[config.mk]
export PLATFORM = sky130hd
export DESIGN_NAME = pc_gen
export DESIGN_NICKNAME = d
export VERILOG_FILES = /design/src/rtl/pc_gen_pkg.sv /design/src/rtl/ras_stack.sv /design/src/rtl/pc_gen.sv
export SDC_FILE = /design/constraint.sdc
export NUM_CORES = 1
export LEC_CHECK = 0
export ABC_AREA = 1
export CORE_MARGIN = 1
export CORE_UTILIZATION = 30
export CTS_BUF_LIST = sky130_fd_sc_hd__clkbuf_4
export DETAILED_ROUTE_END_ITERATION = 6
export HOLD_SLACK_MARGIN = 0.08
export PLACE_DENSITY = 0.55
export SYNTH_ARGS = -nofsm -noshare
export SYNTH_HDL_FRONTEND = slang
export SYNTH_HIERARCHICAL = 1
export SYNTH_SLANG_ARGS = --single-unit
[constraint.sdc]
create_clock -name clk -period 4.65 [get_ports clk]
set_clock_uncertainty 0.2 [all_clocks]
set_input_delay 0.6975 -clock clk [delete_from_list [all_inputs] [get_ports clk]]
set_output_delay 0.6975 -clock clk [all_outputs]
set_load 0.02 [all_outputs]
[src/rtl/pc_gen_pkg.sv]
// Shared constants and the next-PC source encoding for the fetch PC generator.
package pc_gen_pkg;
   localparam int unsigned DEF_ADDR_W    = 32;
   localparam logic [63:0] DEF_RESET_VEC = 64'h0;
   localparam int unsigned DEF_INC       = 4;

   typedef enum logic [1:0] {
      HOLD,
      REDIRECT,
      RAS,
      SEQ
   } pc_src_e;
endpackage

[src/rtl/ras_stack.sv]
// Circular return-address stack: push, pop and replace-top; the oldest entry is overwritten when full.
module ras_stack #(
   parameter int ADDR_W = 32,
   parameter int DEPTH  = 4
) (
   input  logic                     clk,
   input  logic                     reset,
   input  logic                     push,
   input  logic                     pop,
   input  logic                     replace,
   input  logic [ADDR_W-1:0]        push_data,
   output logic [ADDR_W-1:0]        top_data,
   output logic [$clog2(DEPTH):0]   count
);
   localparam int PTR_W = $clog2(DEPTH);
   localparam int CNT_W = PTR_W + 1;

   logic [ADDR_W-1:0] mem [DEPTH];
   logic [PTR_W-1:0]  top_ptr;

   function automatic logic [CNT_W-1:0] sat_inc(input logic [CNT_W-1:0] c);
      return (c == CNT_W'(DEPTH)) ? c : c + 1'b1;
   endfunction

   assign top_data = mem[top_ptr];

   always_ff @(posedge clk or posedge reset) begin
      if (reset) begin
         top_ptr <= '0;
         count   <= '0;
      end else if (push) begin
         top_ptr <= top_ptr + 1'b1;
         count   <= sat_inc(count);
      end else if (pop) begin
         top_ptr <= top_ptr - 1'b1;
         count   <= count - 1'b1;
      end
   end

   // Entry contents carry no reset; the pointer and count alone define validity.
   always_ff @(posedge clk) begin
      if (push) begin
         mem[top_ptr + 1'b1] <= push_data;
      end else if (replace) begin
         mem[top_ptr] <= push_data;
      end
   end
endmodule

[src/rtl/pc_gen.sv]
// Fetch PC generator: stall, redirect, return-stack pop or sequential increment, registered.
module pc_gen
   import pc_gen_pkg::*;
#(
   parameter int              ADDR_W    = DEF_ADDR_W,
   parameter int              RAS_DEPTH = 4,
   parameter logic [ADDR_W-1:0] RESET_VEC = ADDR_W'(DEF_RESET_VEC),
   parameter int unsigned     INC       = DEF_INC
) (
   input  logic                        clk,
   input  logic                        reset,
   input  logic                        pc_we,
   input  logic                        redirect_valid,
   input  logic [ADDR_W-1:0]           redirect_target,
   input  logic                        call,
   input  logic                        ret,
   output logic [ADDR_W-1:0]           pc_out,
   output logic [$clog2(RAS_DEPTH):0]  ras_count,
   output logic                        ras_underflow
);
   pc_src_e           src;
   logic [ADDR_W-1:0] seq_pc;
   logic [ADDR_W-1:0] ras_top;
   logic [ADDR_W-1:0] next_pc;
   logic              ras_push;
   logic              ras_pop;
   logic              ras_replace;
   logic              underflow_next;
   logic              ras_hit;

   assign seq_pc  = pc_out + ADDR_W'(INC);
   assign ras_hit = (ras_count != '0);

   always_comb begin
      src            = HOLD;
      ras_push       = 1'b0;
      ras_pop        = 1'b0;
      ras_replace    = 1'b0;
      underflow_next = 1'b0;
      if (pc_we) begin
         if (redirect_valid)      src = REDIRECT;
         else if (ret && ras_hit) src = RAS;
         else                     src = SEQ;

         // call+ret on an empty stack degrades to a plain push with no underflow.
         if (call && ret && ras_hit) ras_replace    = 1'b1;
         else if (call)              ras_push       = 1'b1;
         else if (ret && ras_hit)    ras_pop        = 1'b1;
         else if (ret)               underflow_next = 1'b1;
      end
   end

   always_comb begin
      next_pc = pc_out;
      case (src)
         HOLD:     next_pc = pc_out;
         REDIRECT: next_pc = redirect_target;
         RAS:      next_pc = ras_top;
         SEQ:      next_pc = seq_pc;
         default:  next_pc = pc_out;
      endcase
   end

   always_ff @(posedge clk or posedge reset) begin
      if (reset) begin
         pc_out        <= RESET_VEC;
         ras_underflow <= 1'b0;
      end else begin
         pc_out        <= next_pc;
         ras_underflow <= underflow_next;
      end
   end

   ras_stack #(
      .ADDR_W (ADDR_W),
      .DEPTH  (RAS_DEPTH)
   ) u_ras (
      .clk       (clk),
      .reset     (reset),
      .push      (ras_push),
      .pop       (ras_pop),
      .replace   (ras_replace),
      .push_data (seq_pc),
      .top_data  (ras_top),
      .count     (ras_count)
   );
endmodule

After elaboration in Yosys (flattened, before gate mapping). Memory sizes are Yosys's and may differ from the RTL's. Index checks and enable logic that the tools add are counted.

Register bits: 38. Bits in writable memories: 128. Bits of input ports: 38. Memories: 1.

Memory list: u_ras.mem (words 4, bits a word 32, read ports 1, clocked after Yosys merged registers in 0, wr ports 1, RTL line ras_stack.sv:18) `logic [ADDR_W-1:0] mem [DEPTH];`.

$add $sub $neg: 5. Eq/ne operators: 5. Mux-type cells: 31. Reductions and logical operators: 8.

Operators by type and width (count): $pmux W32 S3 (1); $add A32 B3 Y32 const B (1); $mux W32 (1); $reduce_or A32 Y1 (1); $mux W1 (21); $mux W2 (5); $mux W3 (3); $eq A2 B2 Y1 const B (2); $add A3 B1 Y3 const B (1); $eq A3 B3 Y1 const B (1); $logic_and A1 B1 Y1 (3); $reduce_bool A3 Y1 (1); $sub A3 B1 Y3 const B (1); $add A2 B1 Y2 const B (1); $eq A2 B1 Y1 const B (1); $logic_not A2 Y1 (1); $ne A2 B2 Y1 const B (1); $reduce_and A2 Y1 (1); $reduce_bool A2 Y1 (1); $sub A2 B1 Y2 const B (1).

Longest topological paths before layout. Gate-level depths: netlist of the first run.

Depth in word-level cells: 9. Gate-level depth with buffers: 12. Mapped depth without buffers: 12.

Modules after synthesis. The synthesis of the first run kept the hierarchy.

Modules (own cells, without submodules): ras_stack (times used 1, cells each 368, area an instance 4996.0 sq um); pc_gen (times used 1, cells each 471, area an instance 2967.8 sq um).

Worst setup path before layout of the first run. No wires, ideal clock.

Path kind: register to register. Start: reg u_ras.count[0]. End: mem u_ras.mem[0][0], enable pin. Library setup time: 0.421 ns. Arrival time: 3.122 ns. Required time: 4.029 ns. Path slack: 0.907 ns. Stages on the path, launching flop included: 10. Buffers on the path: 0. Path through: dfrtp_1 nor3_1 nor2_1 nor3_1 inv_1 nand2_1 nand2_1 nand2_1 nand2_1 nor2_1.

RTL lines: from (decl) (RTL line ras_stack.sv:13) `output logic [$clog2(DEPTH):0] count`; from (signal assigned) (RTL line ras_stack.sv:33) `count <= sat_inc(count);`; from (signal assigned) (RTL line ras_stack.sv:36) `count <= count - 1'b1;`; $reduce_bool A3 Y1 (*) (RTL line pc_gen.sv:32) `assign ras_hit = (ras_count != '0);`; $logic_and A1 B1 Y1 (*) (RTL line pc_gen.sv:46) `if (call && ret && ras_hit) ras_replace = 1'b1;`; $mux W1 (*) (RTL line pc_gen.sv:46); $mux W1 (*) (RTL line pc_gen.sv:40) `if (pc_we) begin`; net ras_push (RTL line pc_gen.sv:25) `logic ras_push;`; $mux W1 (RTL line ras_stack.sv:42) `if (push) begin`; $mux W1 (not written as such) (RTL line ras_stack.sv:45) `mem[top_ptr] <= push_data;`; $reduce_or A32 Y1 (no line); $mux W2 (no line) or $mux W1 (tied branches); to (decl) (RTL line ras_stack.sv:18).

Mark *: on every way through the listed nets, which the timed path passes. The rest lies on a longest branch.

Worst setup path in the final report of the first run.
Start: in pc_we. End: reg pc_out[26].

Cells in the longest elaborated chain, start to end: 3.

Ends and longest elaborated chain: from (decl) (RTL line pc_gen.sv:12) `input logic pc_we,`; $mux W2 (*) (RTL line pc_gen.sv:40); $eq A2 B2 Y1 or $eq A2 B1 Y1 (tied branches) (RTL line pc_gen.sv:55) `case (src)`; $pmux W32 S3 (RTL line pc_gen.sv:55); to (signal assigned) (RTL line pc_gen.sv:69) `pc_out <= next_pc;`; to (decl) (RTL line pc_gen.sv:17) `output logic [ADDR_W-1:0] pc_out,`.

Mark *: on every way between the ends. The rest lies on a longest branch, timed or not. A chain may end at the register's enable or synchronous reset.

==> results of run 1 <==
-- metrics by stage --
| step | hold slack (ns) | instance area (um2) | setup WS (ns) | cells |
|---|---|---|---|---|
| floorplan | 0.276 | 7960 | 0.907 | 839 |
| global placement | 0.366 | 9040 | 1.31 | 1230 |
| detailed placement | 0.356 | 9040 | 1.26 | 1230 |
| CTS | 0.125 | 9370 | 1.86 | 1262 |
| global route | 0.136 | 9370 | 1.63 | 1263 |
| finish | 0.171 | 9370 | 1.86 | 1263 |
-- cell type report --
cell class,count,area [um2],area share
diodes,1,2.50,0.000267
clock buffers,19,143,0.0152
clock inverters,13,179,0.0191
inverters,42,160,0.0171
multi-input cells,599,2830,0.302
flip-flops and latches,166,4790,0.512
well taps,335,419,0.0447
repair buffers,88,843,0.0900
-- state kept, by name, indices dropped and copies added, names as in the netlist --
signal	flops
u_ras/mem	128
u_ras/count	3
ras_underflow	1
pc_out	32
u_ras/top_ptr	2
-- Yosys cell counts, drive strengths merged (2+ instances only) --
master  number
nand4       33
o31ai        2
xnor2        4
inv         41
o21ai       14
xor2        12
ha           4
nor2        96
o211ai       5
nand2      362
nand3       18
and2         6
nand3b       5
edfxtp     128
dfrtp       38
buf         18
nor3         3
clkbuf      13
a21oi       31
-- worst min-delay path by stage --
| stage | cells past startpoint | endpoint | startpoint | slack [ns] |
|---|---|---|---|---|
| 2_1_floorplan | 1 | u_ras/count[0] | reset | 0.28 |
| 3_3_place_gp | 2 | pc_out[30] | pc_out[30] | 0.37 |
| 3_5_place_dp | 2 | pc_out[30] | pc_out[30] | 0.36 |
| 4_1_cts | 2 | u_ras/count[1] | reset | 0.13 |
| 5_1_grt | 2 | u_ras/top_ptr[1] | reset | 0.14 |
| 6_report | 2 | u_ras/count[1] | reset | 0.17 |
-- per-layer routing --
layer,wire length [um],track usage,up-vias,part of all wire
li1,-,-,2908,-
met1,9310,0.211,2805,0.45
met2,9960,0.264,157,0.49
met3,1050,0.0337,15,0.051
met4,177,0.0446,0,0.0086
met5,0,0,-,0
-- kinds of logic after synthesis --
| kind of cell | count (synthesis) | synth area share |
|---|---|---|
| buffers and inverters | 74 | 0.0462 |
| AO/OA/AOI/OAI | 55 | 0.0379 |
| XOR/XNOR | 16 | 0.0233 |
| adder cells (fa/ha/maj) | 5 | 0.00880 |
| AND/OR/NAND/NOR | 523 | 0.282 |
| flip-flops | 166 | 0.602 |
-- report_power, final --
part           leakage, nW  internal (mW)  switching, mW
clock                0.158          0.436          0.491
sequential            1.63           1.91          0.183
combinational         1.80          0.458          0.924
total                 3.59           2.80           1.60
-- cells in the final DEF (no fill, tap or decap), drive strengths merged --
cell type | netlist | layout
nand2 | 362 | 362
edfxtp | 128 | 128
nor2 | 96 | 96
clkdlybuf4s50 | 0 | 73
inv | 41 | 43
dfrtp | 38 | 38
nand4 | 33 | 33
a21oi | 31 | 31
clkbuf | 13 | 19
nand3 | 18 | 18
buf | 18 | 15
o21ai | 14 | 14
xor2 | 12 | 12
and2 | 6 | 6
nand3b | 5 | 5
o211ai | 5 | 5
clkinv | 1 | 4
xnor2 | 4 | 4
clkinvlp | 0 | 4
bufinv | 0 | 4
ha | 4 | 4
nor3 | 3 | 3
o31ai | 2 | 2
diode | 0 | 1
a221oi | 1 | 1
o22ai | 1 | 1
a22o | 1 | 1
fa | 1 | 1
==> impl_metrics.yaml, run 1 <==
logic_synthesis:
  netlist.area_leader.share: 0.483
  synthArstFlopShare: 0.229
  syn_avg_cell_area_um2: 9.49
  synthesis.nets: 882
  synth_edf_count: 128
  synthFlopType: "edfxtp_1"
  syn_inst: 839
  yosys_register_bits: 166
  synthTopCellsByArea: "edfxtp_1, nand2_1, dfrtp_1"
  synth.yosys.seq_area_share: 0.602
  syn_area_um2: 7960
  ys_types: 37
  synth_area_leader_cell: "edfxtp_1"
  ys_warn_count: 6
power_and_ir_drop:
  leakage_nw: 3.59
  total_power_mw: 4.40
  peakVddDrop_v: 0.000227
  power.density_nw_per_um2: 470
setup_path:
  max_stage_delay_ns: 0.72
  worstPathCellList: "clkdlybuf4s50_1 > inv_2 > nor2_4 > ha_1 > buf_4 > nand3_1 > nand2_1 > nand2_1 > nand2_1"
  r2r_start: "u_ras/count[0]"
  end_kind: "register"
  critical_path.most_common_cell: "nand2_1"
  criticalPathCategory: "in -> reg"
  crit_required_ns: 4.93
  crit_fanout: 20
  crit_path_start_kind: "input port"
  rrSetupSlack_ns: 1.91
  startpoint: "pc_we"
  worstReg2RegEnd: "u_ras/mem[3][18]"
  critical-path-slowest-cell: "ha_1"
  cp_top_family: "buffers and inverters"
  path_buf_inv: 3
  cp_num_cells: 9
  worstPathArrival_ns: 3.07
  r2r_cells: 11
  cp-endpoint: "pc_out[26]"
cells_and_area:
  nNetsFinal: 957
  fin_util: 0.359
  fillerInstances: 2547
  area_growth_pct: 17.6
  drive_above_1_share: 0.0939
global_routing:
  antenna_found_initial: 1
  grt_pass1_vias: 5658
  grt_overflow: 0
  grt_pass1_wl_mm: 31.9
  grt_use_total: 0.160
  grt_start_max_net_pins: 51
route:
  wl_per_cell_um: 16.2
  drc_errors: 0
  drt_first_pass_iters: 5
  routed_via_density: 4.66
  routed_wl_mm: 20.5
  ant_nets: 0
  vias: 5885
  dr.first_iter.drc_count: 430
timing:
  timing.fmax_mhz: 358
  setup_violations: 0
  tightest_slew_ns: 1.16
  setup_tns_ns: 0
  period_minus_slack_ns: 2.79
  finalHoldViolCount: 0
  rsz0062_at_grt: "no"
  slew_violations: 0
  max-slew-margin-rel: 0.228
  finalCritPeriodShare: 0.601
place:
  portBuffers: 73
  place.gp.congestion: 0.818
  dp_hpwl_mm: 13.3
flow_run:
  cap_violations: 0
clock_tree:
  postCtsSetupBuffers: 0
  root_buffer: "clkbuf_4"
  cts_tree: "done"
  clk_path_buf_depth: 2
  clkSinkCount: 166
  clock_latency_ns: 0.55
  htree_levels: 4
  cts_buffers: 17
  cts_hold_buf: 0
  ctsResizeCount: 0
  clkSlewWorstSetupHoldPaths_ns: 0.12
floorplanning:
  die_area_um2: 27200
  die_h_um: 165
  core_area_um2: 26100
  die_width_um: 165
  start_util: 0.306
  num_io_pins: 74
  rows: 59
status:
  status: "finished, final reports clean"
worst_hold_path:
  hold_class: "in -> async"
No activity file was read; power rests on OpenSTA's default activity.
==> inputs of run 2 (changes only) <==
==> constraint.sdc (replaced) <==
create_clock -name clk -period 2.6 [get_ports clk]
set_clock_uncertainty 0.2 [all_clocks]
set_input_delay 0.39 -clock clk [delete_from_list [all_inputs] [get_ports clk]]
set_output_delay 0.39 -clock clk [all_outputs]
set_load 0.02 [all_outputs]
==> run 2 against run 1 <==
Compared with the run above: via count grew 2.7%; non-clock buffer count grew 34; wire length grew 4.1%; setup slack lost 1.7 ns; worst hold slack gained 0.0085 ns; cell area grew 4.4%; first-iteration DRC count shrank 16%; final cell count grew 2.7%; sequential power grew 78%; core utilization grew 1.6 points.
==> impl_metrics.yaml, run 2 (synthesized netlist as in run 1, its figures left out) <==
route:
  drc_errors: 0
  ant_nets: 0
  routed_wl_mm: 21.3
  dr.first_iter.drc_count: 360
  routed_via_density: 4.66
  wl_per_cell_um: 16.5
  drt_first_pass_iters: 5
  vias: 6042
cells_and_area:
  layout_commonest_cell: "nand2_1"
  top_register: "u_ras/mem"
  area_growth_pct: 22.8
  reg.largest.list: "u_ras/mem: 128 flops, pc_out: 32 flops, u_ras/count: 3 flops"
  largest_reg_flops: 128
  stdcell_area_um2: 9780
  drive_above_1_share: 0.134
  nNetsFinal: 991
  fillerInstances: 2638
  final_cell_mix: "nand2_1, edfxtp_1, nor2_1, clkdlybuf4s50_1, buf_4"
  final_cells: 1297
clock_tree:
  clkSinkCount: 166
  htree_levels: 4
  clk_path_buf_depth: 2
  cts_tree: "done"
  clock_latency_ns: 0.57
  root_buffer: "clkbuf_4"
  cts_buffers: 17
  clkSlewWorstSetupHoldPaths_ns: 0.14
status:
  status: "finished, final reports clean"
timing:
  fin_hold_ws_ns: 0.180
  tightest_slew_ns: 0.488
  setup_violations: 0
  period_minus_slack_ns: 2.44
  rsz0062_at_grt: "no"
  finalHoldViolCount: 0
  max-slew-margin-rel: 0.674
  setup_tns_ns: 0
  finalCritPeriodShare: 0.940
  slew_violations: 0
  timing.fmax_mhz: 409
place:
  dp_cells: 1262
  dp_hpwl_mm: 15.3
  portBuffers: 73
  place.gp.congestion: 0.792
  placed_area_um2: 9410
floorplanning:
  core_area_um2: 26100
  num_io_pins: 74
  die_h_um: 165
  rows: 59
  die_width_um: 165
  die_area_um2: 27200
  start_util: 0.306
setup_path:
  r2r_cells: 11
  max_stage_delay_ns: 0.43
  worstPathArrival_ns: 2.52
  worstPathCellList: "nor3_2 > nor2_2 > buf_4 > nor3_4 > inv_2 > nand2_2 > inv_1 > nand2_1 > nand3_1 > nor2_4 > buf_12"
  worstReg2RegEnd: "u_ras/mem[3][8]"
  crit_required_ns: 2.67
  end_kind: "register"
  rrSetupSlack_ns: 0.16
  crit_fanout: 16
  critical-path-slowest-cell: "dfrtp_2"
  r2r_start: "u_ras/count[2]"
  criticalPathCategory: "reg -> reg"
  crit_path_start_kind: "register"
global_routing:
  grt_start_max_net_pins: 33
  antenna_found_initial: 1
  grt_pass1_wl_mm: 32.7
  grt_overflow: 0
  grt_pass1_vias: 5753
  grt_use_total: 0.163
worst_hold_path:
  min_path_cells: 3
  hold_class: "in -> reg"
  hold-path-endpoint: "ras_underflow"
  hp-start: "ret"
flow_run:
  cap_violations: 0
power_and_ir_drop:
  leakage_nw: 3.80
  power.density_nw_per_um2: 845
  peakVddDrop_v: 0.000277
[run 2: metal layers]
layer	up-vias	global-route usage	wire length [um]
li1	2985	-	-
met1	2846	0.218	9610
met2	181	0.263	10100
met3	30	0.0259	1060
met4	0	0.0692	539
met5	-	0	0
[run 2: stage by stage]
stage	total power, mW	setup WS [ns]	util
CTS	8.33	0.0666	0.375
floorplan	5.39	0.0188	-
global placement	6.54	-0.116	0.361
global route	8.72	0.00814	0.375
detailed placement	6.55	-0.163	0.361
finish	8.26	0.156	0.375
[run 2: where the power goes]
| group | internal (mW) | total, mW | switching, mW | leakage (nW) |
|---|---|---|---|---|
| combinational | 1.01 | 2.75 | 1.74 | 2.00 |
| sequential | 3.42 | 3.73 | 0.311 | 1.63 |
| clock | 0.862 | 1.78 | 0.917 | 0.175 |
[run 2: what timing repair did]
item / CTS / global route
endpoints found under the setup margin: 0 / 97
setup buffers: 0 / 1
endpoints found under the hold margin: 38 / 0
resized for setup: 0 / 0
hold buffers: 1 / 0
[run 2: final cells by class]
type / count / area, um2 / area share
clock buffer: 18 / 135 / 0.0138
timing repair buffer: 122 / 1190 / 0.122
sequential: 166 / 4800 / 0.491
multi-input combinational: 599 / 2870 / 0.293
tap: 335 / 419 / 0.0429
inverter: 42 / 160 / 0.0164
antenna: 1 / 2.50 / 0.000256
clock inverter: 14 / 208 / 0.0212
[run 2: worst max-delay path by stage]
stage                   start               end
2_1_floorplan  u_ras/count[2]   u_ras/mem[2][0]
3_3_place_gp              ret  u_ras/mem[2][10]
3_5_place_dp              ret  u_ras/mem[2][10]
4_1_cts        u_ras/count[2]   u_ras/mem[3][8]
5_1_grt        u_ras/count[2]   u_ras/mem[3][8]
6_report       u_ras/count[2]   u_ras/mem[3][8]
[run 2: worst max-delay path, delay by kind of cell (launching register included)]
family	cells	cell delay (ns)
and+or+nand+nor	7	1.04
buffers and inverters	4	0.45
DFF	1	0.43
==> inputs of run 3 (changes only) <==
--- a/config.mk
+++ b/config.mk
@@ -12,6 +12,7 @@
 export DETAILED_ROUTE_END_ITERATION = 6
 export HOLD_SLACK_MARGIN = 0.08
 export PLACE_DENSITY = 0.55
+export SKIP_LAST_GASP = 1
 export SYNTH_ARGS = -nofsm -noshare
 export SYNTH_HDL_FRONTEND = slang
 export SYNTH_HIERARCHICAL = 1
==> results of run 3 <==
Same layout as run 2: the final DEF is identical, and so are final timing and power.
